--- config.mk ---
export PLATFORM = sky130hd
export DESIGN_NAME = pe_dot_collector_flat
export DESIGN_NICKNAME = d
export VERILOG_FILES = /design/src/rtl/pe_pkg.sv /design/src/rtl/pe_dot_collector_if.sv /design/src/rtl/pe_dot_collector_result_fifo.sv /design/src/rtl/pe_dot_collector.sv /design/src/flat_wrapper.sv
export SDC_FILE = /design/constraint.sdc
export NUM_CORES = 1
export LEC_CHECK = 0
export BUFFER_PORTS_ARGS = -buffer_cell sky130_fd_sc_hd__buf_4
export CAP_MARGIN = 20
export CORE_MARGIN = 2
export CORE_UTILIZATION = 56
export CTS_BUF_LIST = sky130_fd_sc_hd__clkbuf_4
export DETAILED_ROUTE_END_ITERATION = 12
export PLACE_DENSITY_LB_ADDON = 0.15
export REMOVE_ABC_BUFFERS = 1
export SLEW_MARGIN = 20
export SYNTH_ARGS = -nofsm -noshare
export SYNTH_HDL_FRONTEND = slang
export SYNTH_SLANG_ARGS = --single-unit
--- constraint.sdc ---
create_clock -name CLK -period 4.3 [get_ports CLK]
set_input_delay 0 -clock CLK [delete_from_list [all_inputs] [get_ports CLK]]
set_output_delay 0 -clock CLK [all_outputs]
set_load 0.01 [all_outputs]
--- src/rtl/pe_pkg.sv ---
// pe_pkg: shared widths, FSM state and counter width helper for the PE datapath
package pe_pkg;
  localparam int PRECISION = 16;
  localparam int OUTPUT_PRECISION = 2 * PRECISION;
  localparam int ACC_PRECISION = 40;
  typedef enum logic {IDLE, ACK} state_t;
  function automatic int cnt_w(input int n);
    return $clog2(n) + 1;
  endfunction
endpackage

--- src/rtl/pe_dot_collector_if.sv ---
// pe_dot_collector_if: PE product handshake plus downstream result valid/ready
interface pe_dot_collector_if #(
  parameter int OUTPUT_PRECISION = pe_pkg::OUTPUT_PRECISION,
  parameter int ACC_PRECISION = pe_pkg::ACC_PRECISION
);
  logic mult_issued, pe_ready, pe_ack, dot_valid, dot_ready;
  logic [OUTPUT_PRECISION-1:0] pe_s_out;
  logic [ACC_PRECISION-1:0] dot_out;
  modport master(output mult_issued, pe_ready, pe_s_out, dot_ready, input pe_ack, dot_out, dot_valid);
  modport slave(input mult_issued, pe_ready, pe_s_out, dot_ready, output pe_ack, dot_out, dot_valid);
endinterface

--- src/rtl/pe_dot_collector_result_fifo.sv ---
// result_fifo: show-ahead synchronous FIFO with occupancy count
module result_fifo #(
  parameter int WIDTH = 40,
  parameter int DEPTH = 4
) (
  input  logic CLK,
  input  logic reset,
  input  logic push,
  input  logic pop,
  input  logic [WIDTH-1:0] din,
  output logic [WIDTH-1:0] dout,
  output logic valid,
  output logic [$clog2(DEPTH):0] count
);
  localparam int AW = $clog2(DEPTH);
  localparam logic [AW:0] FULL = (AW+1)'(DEPTH);
  logic [WIDTH-1:0] mem [DEPTH];
  logic [AW-1:0] wr_ptr, rd_ptr;
  logic do_push, do_pop;
  assign valid = count != '0;
  assign dout = valid ? mem[rd_ptr] : '0;
  assign do_pop = pop && valid;
  assign do_push = push && (count < FULL || do_pop);
  always_ff @(posedge CLK) begin
    if (do_push) mem[wr_ptr] <= din;
  end
  always_ff @(posedge CLK) begin
    if (reset) begin
      wr_ptr <= '0;
      rd_ptr <= '0;
      count <= '0;
    end else begin
      wr_ptr <= wr_ptr + AW'(do_push);
      rd_ptr <= rd_ptr + AW'(do_pop);
      count <= count + (AW+1)'(do_push) - (AW+1)'(do_pop);
    end
  end
endmodule

--- src/rtl/pe_dot_collector.sv ---
// pe_dot_collector: accumulates PE products into dot products and queues the results
module pe_dot_collector import pe_pkg::*; #(
  parameter int OUTPUT_PRECISION = pe_pkg::OUTPUT_PRECISION,
  parameter int ACC_PRECISION = pe_pkg::ACC_PRECISION,
  parameter int VECTOR_LEN = 8,
  parameter int FIFO_DEPTH = 4
) (
  input  logic CLK,
  input  logic reset,
  pe_dot_collector_if.slave bus,
  output logic [cnt_w(VECTOR_LEN)-1:0] elem_cnt,
  output logic [cnt_w(FIFO_DEPTH)-1:0] fifo_count,
  output logic overrun
);
  localparam int EW = cnt_w(VECTOR_LEN);
  localparam int FW = cnt_w(FIFO_DEPTH);
  localparam logic [EW-1:0] LAST = EW'(VECTOR_LEN - 1);
  localparam logic [FW-1:0] FULL = FW'(FIFO_DEPTH);
  state_t state;
  logic [ACC_PRECISION-1:0] acc, sum;
  logic pending, space, last, capture;
  assign sum = acc + ACC_PRECISION'(bus.pe_s_out);
  assign last = elem_cnt == LAST;
  // a pop this cycle frees the slot the final element is about to fill
  assign space = fifo_count < FULL || (bus.dot_valid && bus.dot_ready);
  assign capture = state == IDLE && pending && bus.pe_ready && (space || !last);
  always_ff @(posedge CLK) begin
    if (reset) begin
      state <= IDLE;
      acc <= '0;
      elem_cnt <= '0;
      pending <= 1'b0;
      overrun <= 1'b0;
      bus.pe_ack <= 1'b0;
    end else begin
      state <= capture ? ACK : IDLE;
      bus.pe_ack <= capture;
      pending <= bus.mult_issued || (pending && !capture);
      if (bus.mult_issued && pending && !capture) overrun <= 1'b1;
      if (capture) begin
        acc <= last ? '0 : sum;
        elem_cnt <= last ? '0 : elem_cnt + 1'b1;
      end
    end
  end
  result_fifo #(.WIDTH(ACC_PRECISION), .DEPTH(FIFO_DEPTH)) u_fifo (
    .CLK(CLK),
    .reset(reset),
    .push(capture && last),
    .pop(bus.dot_ready),
    .din(sum),
    .dout(bus.dot_out),
    .valid(bus.dot_valid),
    .count(fifo_count)
  );
endmodule

--- src/flat_wrapper.sv ---
// flat-port wrapper written by rule: the top's interface ports become plain ports
module pe_dot_collector_flat import pe_pkg::*;
#(
  parameter int OUTPUT_PRECISION = pe_pkg::OUTPUT_PRECISION,
  parameter int ACC_PRECISION = pe_pkg::ACC_PRECISION,
  parameter int VECTOR_LEN = 8,
  parameter int FIFO_DEPTH = 4
)
  (CLK, reset, elem_cnt, fifo_count, overrun, bus_mult_issued, bus_pe_ready, bus_pe_s_out, bus_dot_ready, bus_pe_ack, bus_dot_out, bus_dot_valid);
  pe_dot_collector_if #(.OUTPUT_PRECISION(OUTPUT_PRECISION), .ACC_PRECISION(ACC_PRECISION)) bus_i ();
  input  logic CLK;
  input  logic reset;
  output logic [cnt_w(VECTOR_LEN)-1:0] elem_cnt;
  output logic [cnt_w(FIFO_DEPTH)-1:0] fifo_count;
  output logic overrun;
  input wire logic [$bits(bus_i.mult_issued)-1:0] bus_mult_issued;
  input wire logic [$bits(bus_i.pe_ready)-1:0] bus_pe_ready;
  input wire logic [$bits(bus_i.pe_s_out)-1:0] bus_pe_s_out;
  input wire logic [$bits(bus_i.dot_ready)-1:0] bus_dot_ready;
  output wire logic [$bits(bus_i.pe_ack)-1:0] bus_pe_ack;
  output wire logic [$bits(bus_i.dot_out)-1:0] bus_dot_out;
  output wire logic [$bits(bus_i.dot_valid)-1:0] bus_dot_valid;
  assign bus_i.mult_issued = bus_mult_issued;
  assign bus_i.pe_ready = bus_pe_ready;
  assign bus_i.pe_s_out = bus_pe_s_out;
  assign bus_i.dot_ready = bus_dot_ready;
  assign bus_pe_ack = bus_i.pe_ack;
  assign bus_dot_out = bus_i.dot_out;
  assign bus_dot_valid = bus_i.dot_valid;
  pe_dot_collector #(.OUTPUT_PRECISION(OUTPUT_PRECISION), .ACC_PRECISION(ACC_PRECISION), .VECTOR_LEN(VECTOR_LEN), .FIFO_DEPTH(FIFO_DEPTH)) u_core (.CLK(CLK), .reset(reset), .bus(bus_i), .elem_cnt(elem_cnt), .fifo_count(fifo_count), .overrun(overrun));
endmodule
==> results of run 1 <==
logic make-up after synthesis:
| family | count (synthesis) | synth area share, % |
|---|---|---|
| AND/OR/NAND/NOR | 190 | 9.91 |
| flip-flops | 214 | 59.4 |
| buffers and inverters | 51 | 2.00 |
| XOR/XNOR | 41 | 3.63 |
| multiplexers | 41 | 9.20 |
| AO/OA/AOI/OAI | 147 | 10.8 |
| adder cells (fa/ha/maj) | 39 | 5.08 |
layout by cell type, fill, tap and decap left out, types with 9 or more instances in the layout:
cell / count
o21ai_0: 22
nand2_1: 36
a22o_1: 17
xor2_1: 17
a21o_1: 13
nand4_1: 11
edfxtp_1: 160
xnor2_1: 24
nor2b_1: 47
a21oi_1: 37
a22oi_1: 15
inv_1: 13
clkinv_1: 10
nor2_1: 54
dlygate4sd3_1: 14
buf_4: 95
nand3_1: 9
o21a_1: 10
clkbuf_4: 82
dfxtp_1: 52
ha_1: 37
mux4_2: 40
worst min path at each step:
stage	startpoint	end	slack (ns)	cells after the start
after floorplan	reset	u_core.elem_cnt[3]$_SDFFE_PP0N_	0.07	1
after global placement	bus_mult_issued	u_core.pending$_SDFF_PP0_	0.22	3
after detailed placement	bus_mult_issued	u_core.pending$_SDFF_PP0_	0.25	3
after CTS	bus_pe_s_out[31]	u_core.u_fifo.mem[2][31]$_DFFE_PP_	0.001	3
after global routing	bus_pe_s_out[31]	u_core.u_fifo.mem[2][31]$_DFFE_PP_	0.03	3
final	bus_pe_s_out[31]	u_core.u_fifo.mem[3][31]$_DFFE_PP_	0.06	3
sequential cells by signal (all words and copies together), names as in the netlist:
| register | flops |
|---|---|
| u_core.u_fifo.mem | 160 |
| u_core.u_fifo.rd_ptr | 2 |
| u_core.u_fifo.wr_ptr | 2 |
| u_core.overrun | 1 |
| u_core.elem_cnt | 4 |
| u_core.pending | 1 |
| u_core.u_fifo.count | 3 |
| u_core.state | 1 |
| u_core.acc | 40 |
power breakdown:
part           switching, mW  internal [mW]
Sequential             0.113           2.30
Clock                  0.772          0.867
Combinational          0.713          0.752
Total                   1.60           3.91
Yosys cell counts (5+ instances only):
library cell / number
a21oi_1: 37
inv_1: 13
nand2_1: 36
a22o_1: 17
edfxtp_1: 160
ha_1: 37
nor2_1: 56
o21a_1: 10
dfxtp_1: 54
o21ai_0: 23
nor3_1: 5
buf_1: 9
nand4_1: 11
a21o_1: 13
xor2_1: 17
buf_2: 5
mux4_2: 40
a22oi_1: 15
nand3_1: 9
clkbuf_1: 24
nor2b_1: 47
xnor2_1: 24
critical path: cells and delay by family (launching register included):
kind	cells	cell delay, ns
adders and majority gates	1	0.33
xor gates and xnor gates	1	0.40
AOI/OAI and AO/OA	6	1.51
and+or+nand+nor	1	0.19
DFF	1	0.33
metal layers:
metal	wire (um)	vias to the layer above
li1	-	3041
met1	8980	3148
met5	0	-
met4	405	0
met2	10100	175
met3	989	42
stage by stage:
stage               cells  hold WS (ns)  setup WS (ns)  setup TNS (ns)  util [%]
floorplan             685        0.0691         -0.169           -6.77         -
global placement     1005         0.215           1.44               0      62.3
detailed placement   1005         0.251           1.33               0      62.3
CTS                  1115       0.00128           1.25               0      67.0
global route         1116        0.0271           1.08               0      67.1
finish               1116        0.0601           1.31               0      67.1
final cells by class:
class	instances	share of cell area (%)
Clock inverter	14	0.496
Sequential cell	214	50.8
Multi-Input combinational cell	458	33.2
Timing Repair Buffer	109	7.36
Inverter	13	0.421
Clock buffer	82	5.31
Tap cell	225	2.43
Antenna cell	1	0.0216
==> out/metrics.csv, run 1 <==
stage,metric,value,unit
clocking,CTS Buf Count,52,
global_routing,initial antenna violation count,1,
power_and_ir_drop,Leak,4.37,nW
synth,Synth top area share,48.5,%
clocking,Post-CTS Setup Inserts,0,
die,Die Span X,137,um
critical_path,crit path max fanout,5,
routing,drt pass-1 iters,6,
synth,cell taking the most area after synthesis,edfxtp_1,
critical_path,Startpoint Class,flip-flop,
timing,Slew HR,40.8,%
finish,layout cell share with drive strength beyond 1,27.8,%
die,row count,48,
clocking,cts repair resizes,0,
placement,input/output buffers,86,
critical_path,FF-to-FF End,u_core.u_fifo.mem[3][25]$_DFFE_PP_,
finish,Storage cell area,5890,um2
timing,final hold vios,0,
routing,Iter 0 DRT Violations,397,
routing,antenna violation net count after detailed routing,0,
clocking,clk slew on worst S/H paths,0.07,ns
timing,actual slew at the worst max-slew pin,0.887,ns
placement,dpl cell area,10800,um2
power_and_ir_drop,Power Density,475,nW/um2
global_routing,first-pass GRT wire length,32700,um
routing,DR WL/cell,18.4,um
global_routing,global routing's busiest layer,met2,
timing,FMAX,335,MHz
critical_path,R2R Path Start,u_core.acc[3]$_SDFFE_PP0N_,
die,Core ar.,17300,um2
synth,Post-synth ARST share,0,%
synth,Syn. warnings,0,
finish,Filler Cell Count,1260,
critical_path,Worst Path Required,4.68,ns
run,Max Cap Viol,0,
critical_path,CP arrival,3.37,ns
power_and_ir_drop,Final Total Pwr,5.51,mW
die,Initial Util,57.3,%
clocking,TritonCTS clock tree,yes,
timing,fin. max-slew vios,0,
critical_path,CP Class,flip-flop to flip-flop,
routing,Vias/cell,5.74,
synth,sequential area share after synthesis,59.4,%
timing,RSZ-0062 raised after global routing,no,
routing,drt total wl,20500,um
critical_path,Reg2Reg Depth,9,
critical_path,cells along the critical path,"ha_1, and2_1, a221oi_1, a21oi_1, o21a_1, a31oi_1, o31a_1, o21ai_0, xnor2_1",
critical_path,CP max-delay cell,a31oi_1,
global_routing,grt met3 use,4.52,%
timing,post-route minimum period,2.99,ns
synth,Synth cell types,57,
clocking,# hold bufs at CTS,14,
synth,cell count after synthesis,723,
synth,"Avg Cell Area, Syn",13.7,um2
timing,Clock Skews,0.0357,ns
hold_path,Hold Path Class,primary input to flip-flop,
finish,Finished Cell Area,11600,um2
clocking,Clock Latency Late Sink,0.64,ns
run_status,status,"finished, final reports clean",
clocking,CTS H-tree depth,2,
critical_path,Worst R2R Setup Slack,1.31,ns
finish,Layout area overhead,17.1,%
finish,nets,924,
die,io pins,87,
synth,Synth Flop Type,edfxtp_1,
global_routing,met2 GRT Util,37.6,%
routing,DR vias,6406,
clocking,clk sink count,214,
finish,area of the multi-input gates,3850,um2
timing,Tcrit/Tclk final,69.5,%
global_routing,largest net degree at the start of global routing,43,
global_routing,All-Layer GR Usage,22.7,%
synth,post-synthesis register bit count,214,
synth,Post-Syn Area,9900,um2
global_routing,vias in the first global route,6484,
placement,gpl congestion,0.898,
critical_path,CP startpoint,u_core.acc[3]$_SDFFE_PP0N_,
global_routing,met1 usage,30.3,%
critical_path,critical path's largest stage delay,0.42,ns
synth,"EDFF count, synth",160,
routing,Remaining DRCs,0,
placement,placed wire-length estimate,13100,um
power_and_ir_drop,peak supply drop,0.307,mV
critical_path,CP endpoint,u_core.u_fifo.mem[3][25]$_DFFE_PP_,
die,total die area,18800,um2
die,Die H,137,um
critical_path,Critical Path Sink Type,flip-flop,
clocking,clk root buf,clkbuf_4,
global_routing,"Remaining Overflow, GRT",0,
timing,final setup fails,0,
synth,synth top area cells,"edfxtp_1 49%, dfxtp_1 11%, mux4_2 9.1%, ha_1 4.7%, nor2b_1 3.0%",
clocking,CTS Buffer Depth,3,
(Power assumes the default switching activity.)
==> inputs of run 2 (changes only) <==
==> constraint.sdc (replaced) <==
create_clock -name CLK -period 2.4 [get_ports CLK]
set_input_delay 0 -clock CLK [delete_from_list [all_inputs] [get_ports CLK]]
set_output_delay 0 -clock CLK [all_outputs]
set_load 0.01 [all_outputs]
==> out/metrics.csv, run 2 (same netlist as run 1, synthesis figures left out) <==
stage,metric,value,unit
clocking,clk slew on worst S/H paths,0.07,ns
placement,gpl congestion,0.891,
clocking,CTS H-tree depth,2,
die,total die area,18800,um2
finish,max reg flops,160,
hold_path,beginning of the worst hold path,bus_pe_s_out[3],
timing,Slew HR,47.0,%
global_routing,All-Layer GR Usage,25.9,%
finish,nets,1029,
placement,placed wire-length estimate,14800,um
timing,Tcrit/Tclk final,116,%
global_routing,vias in the first global route,7384,
critical_path,CP most frequent cell,buf_6,
timing,PnR worst setup slack,-0.385,ns
global_routing,first-pass GRT wire length,36900,um
routing,antenna violation net count after detailed routing,0,
global_routing,largest net degree at the start of global routing,42,
critical_path,Startpoint Class,flip-flop,
routing,drt total wl,23300,um
routing,drt pass-1 iters,5,
placement,input/output buffers,86,
global_routing,"Remaining Overflow, GRT",0,
critical_path,Worst Path Required,3.00,ns
placement,dpl cell area,11500,um2
finish,largest register by flop count,u_core.u_fifo.mem,
die,Initial Util,57.3,%
die,row count,48,
run,Max Cap Viol,0,
finish,largest registers,"u_core.u_fifo.mem x160, u_core.acc x40, u_core.elem_cnt x4",
critical_path,Worst R2R Setup Slack,-0.39,ns
die,Die H,137,um
placement,Cells after DPL,1092,
clocking,Clock Latency Late Sink,0.68,ns
critical_path,"CP delay by family, top",compound AO/OA/AOI/OAI gates,
routing,Vias/cell,5.69,
critical_path,crit path max fanout,3,
clocking,clk sink count,214,
placement,pre-CTS setup slack,-0.436,ns
clocking,TritonCTS clock tree,yes,
timing,actual slew at the worst max-slew pin,0.794,ns
critical_path,R2R Path Start,u_core.acc[0]$_SDFFE_PP0N_,
clocking,clk root buf,clkbuf_4,
clocking,CTS Buf Count,54,
timing,Clock Skews,0.0310,ns
critical_path,CP max-delay cell,dfxtp_2,
finish,layout cell share with drive strength beyond 1,41.4,%
power_and_ir_drop,Power Density,802,nW/um2
critical_path,CP Class,flip-flop to flip-flop,
finish,Final Non-Filler Cells,1223,
finish,Finished Cell Area,13200,um2
timing,RSZ-0062 raised after global routing,yes,
power_and_ir_drop,Leak,5.09,nW
routing,DR vias,6959,
clocking,CTS Buffer Depth,3,
critical_path,buffers and inverters on the worst path,6,
die,io pins,87,
timing,final hold vios,0,
die,Die Span X,137,um
timing,setup total negative slack,-18.31,ns
hold_path,Hold Path Class,primary input to flip-flop,
critical_path,Critical Path Sink Type,flip-flop,
critical_path,CP startpoint,u_core.acc[0]$_SDFFE_PP0N_,
finish,Layout area overhead,33.1,%
routing,Iter 0 DRT Violations,456,
finish,"most common cell after layout, fill and taps aside",buf_4,
routing,Remaining DRCs,0,
critical_path,critical path's largest stage delay,0.36,ns
run_status,failing checks,setup timing,
die,Core ar.,17300,um2
critical_path,CP arrival,3.38,ns
power_and_ir_drop,peak supply drop,0.661,mV
timing,FMAX,359,MHz
timing,post-route minimum period,2.79,ns
power_and_ir_drop,Final Total Pwr,10.6,mW
finish,Filler Cell Count,1091,
critical_path,cells along the critical path,"ha_4, inv_2, fa_2, nor2b_4, o31a_1, o31a_4, a41oi_4, buf_4, buf_4, buf_6, buf_6, buf_6, o21ai_2, xor2_1, a22oi_1, nor2_1",
run_status,status,"finished, violations left",
routing,DR WL/cell,19.0,um
global_routing,initial antenna violation count,1,
timing,final setup fails,124,
timing,fin. max-slew vios,0,
finish,most frequent cells in the layout,"169 x buf_4, 160 x edfxtp_1, 78 x clkbuf_4, 48 x nor2_1",
## run 2: stage by stage
stage / hold WS, ns / util [%]
after floorplan: 0.0691 / -
after global placement: 0.215 / 66.7
after detailed placement: 0.255 / 66.7
after CTS: 0.00366 / 75.3
after global routing: 0.0193 / 76.2
final: 0.00788 / 76.2
## run 2: worst reg2reg max path: cells and delay by family, from the launching register on
family	cells	cell delay [ns]
adder cells (fa/ha/maj)	2	0.50
flip-flops	1	0.36
AO/OA/AOI/OAI	5	0.68
AND/OR/NAND/NOR	2	0.28
buffers and inverters	6	0.63
XOR/XNOR	1	0.25
## run 2: final timing paths
path | to | cells past startpoint
setup / recovery | u_core.acc[12]$_SDFFE_PP0N_ | 16
hold / removal | u_core.u_fifo.mem[2][4]$_DFFE_PP_ | 4
setup reg to reg | u_core.acc[12]$_SDFFE_PP0N_ | 16
hold reg to reg | u_core.acc[19]$_SDFFE_PP0N_ | 1
## run 2: report_power, final
part / switching [mW] / internal [mW]
registers: 0.111 / 4.12
clock network: 1.46 / 1.72
logic: 1.54 / 1.62
## run 2: layout make-up
type / instances / area (um2) / area share (%)
Timing Repair Buffer: 212 / 1800 / 13.7
Antenna cell: 1 / 2.50 / 0.0190
Multi-Input combinational cell: 458 / 4420 / 33.5
Clock buffer: 78 / 586 / 4.44
Inverter: 13 / 48.8 / 0.370
Tap cell: 225 / 282 / 2.14
Clock inverter: 22 / 144 / 1.09
Sequential cell: 214 / 5900 / 44.7
## run 2: timing repair
item | in CTS | in global routing
setup buffers | 12 | 4
pin swaps | 34 | 17
hold endpoints to repair | 95 | 0
hold buffers | 22 | 0
setup endpoints to repair | 170 | 146
gates resized for setup | 85 | 27
## run 2: routing by layer
layer	part of all wire (%)	GRT usage, %	vias to the layer above	routed length [um]
met5	0	0	-	0
met4	2.5	10.3	0	588
met3	4.7	5.04	54	1090
met2	52	45.7	215	12200
met1	40	31.2	3446	9390
li1	-	-	3244	-
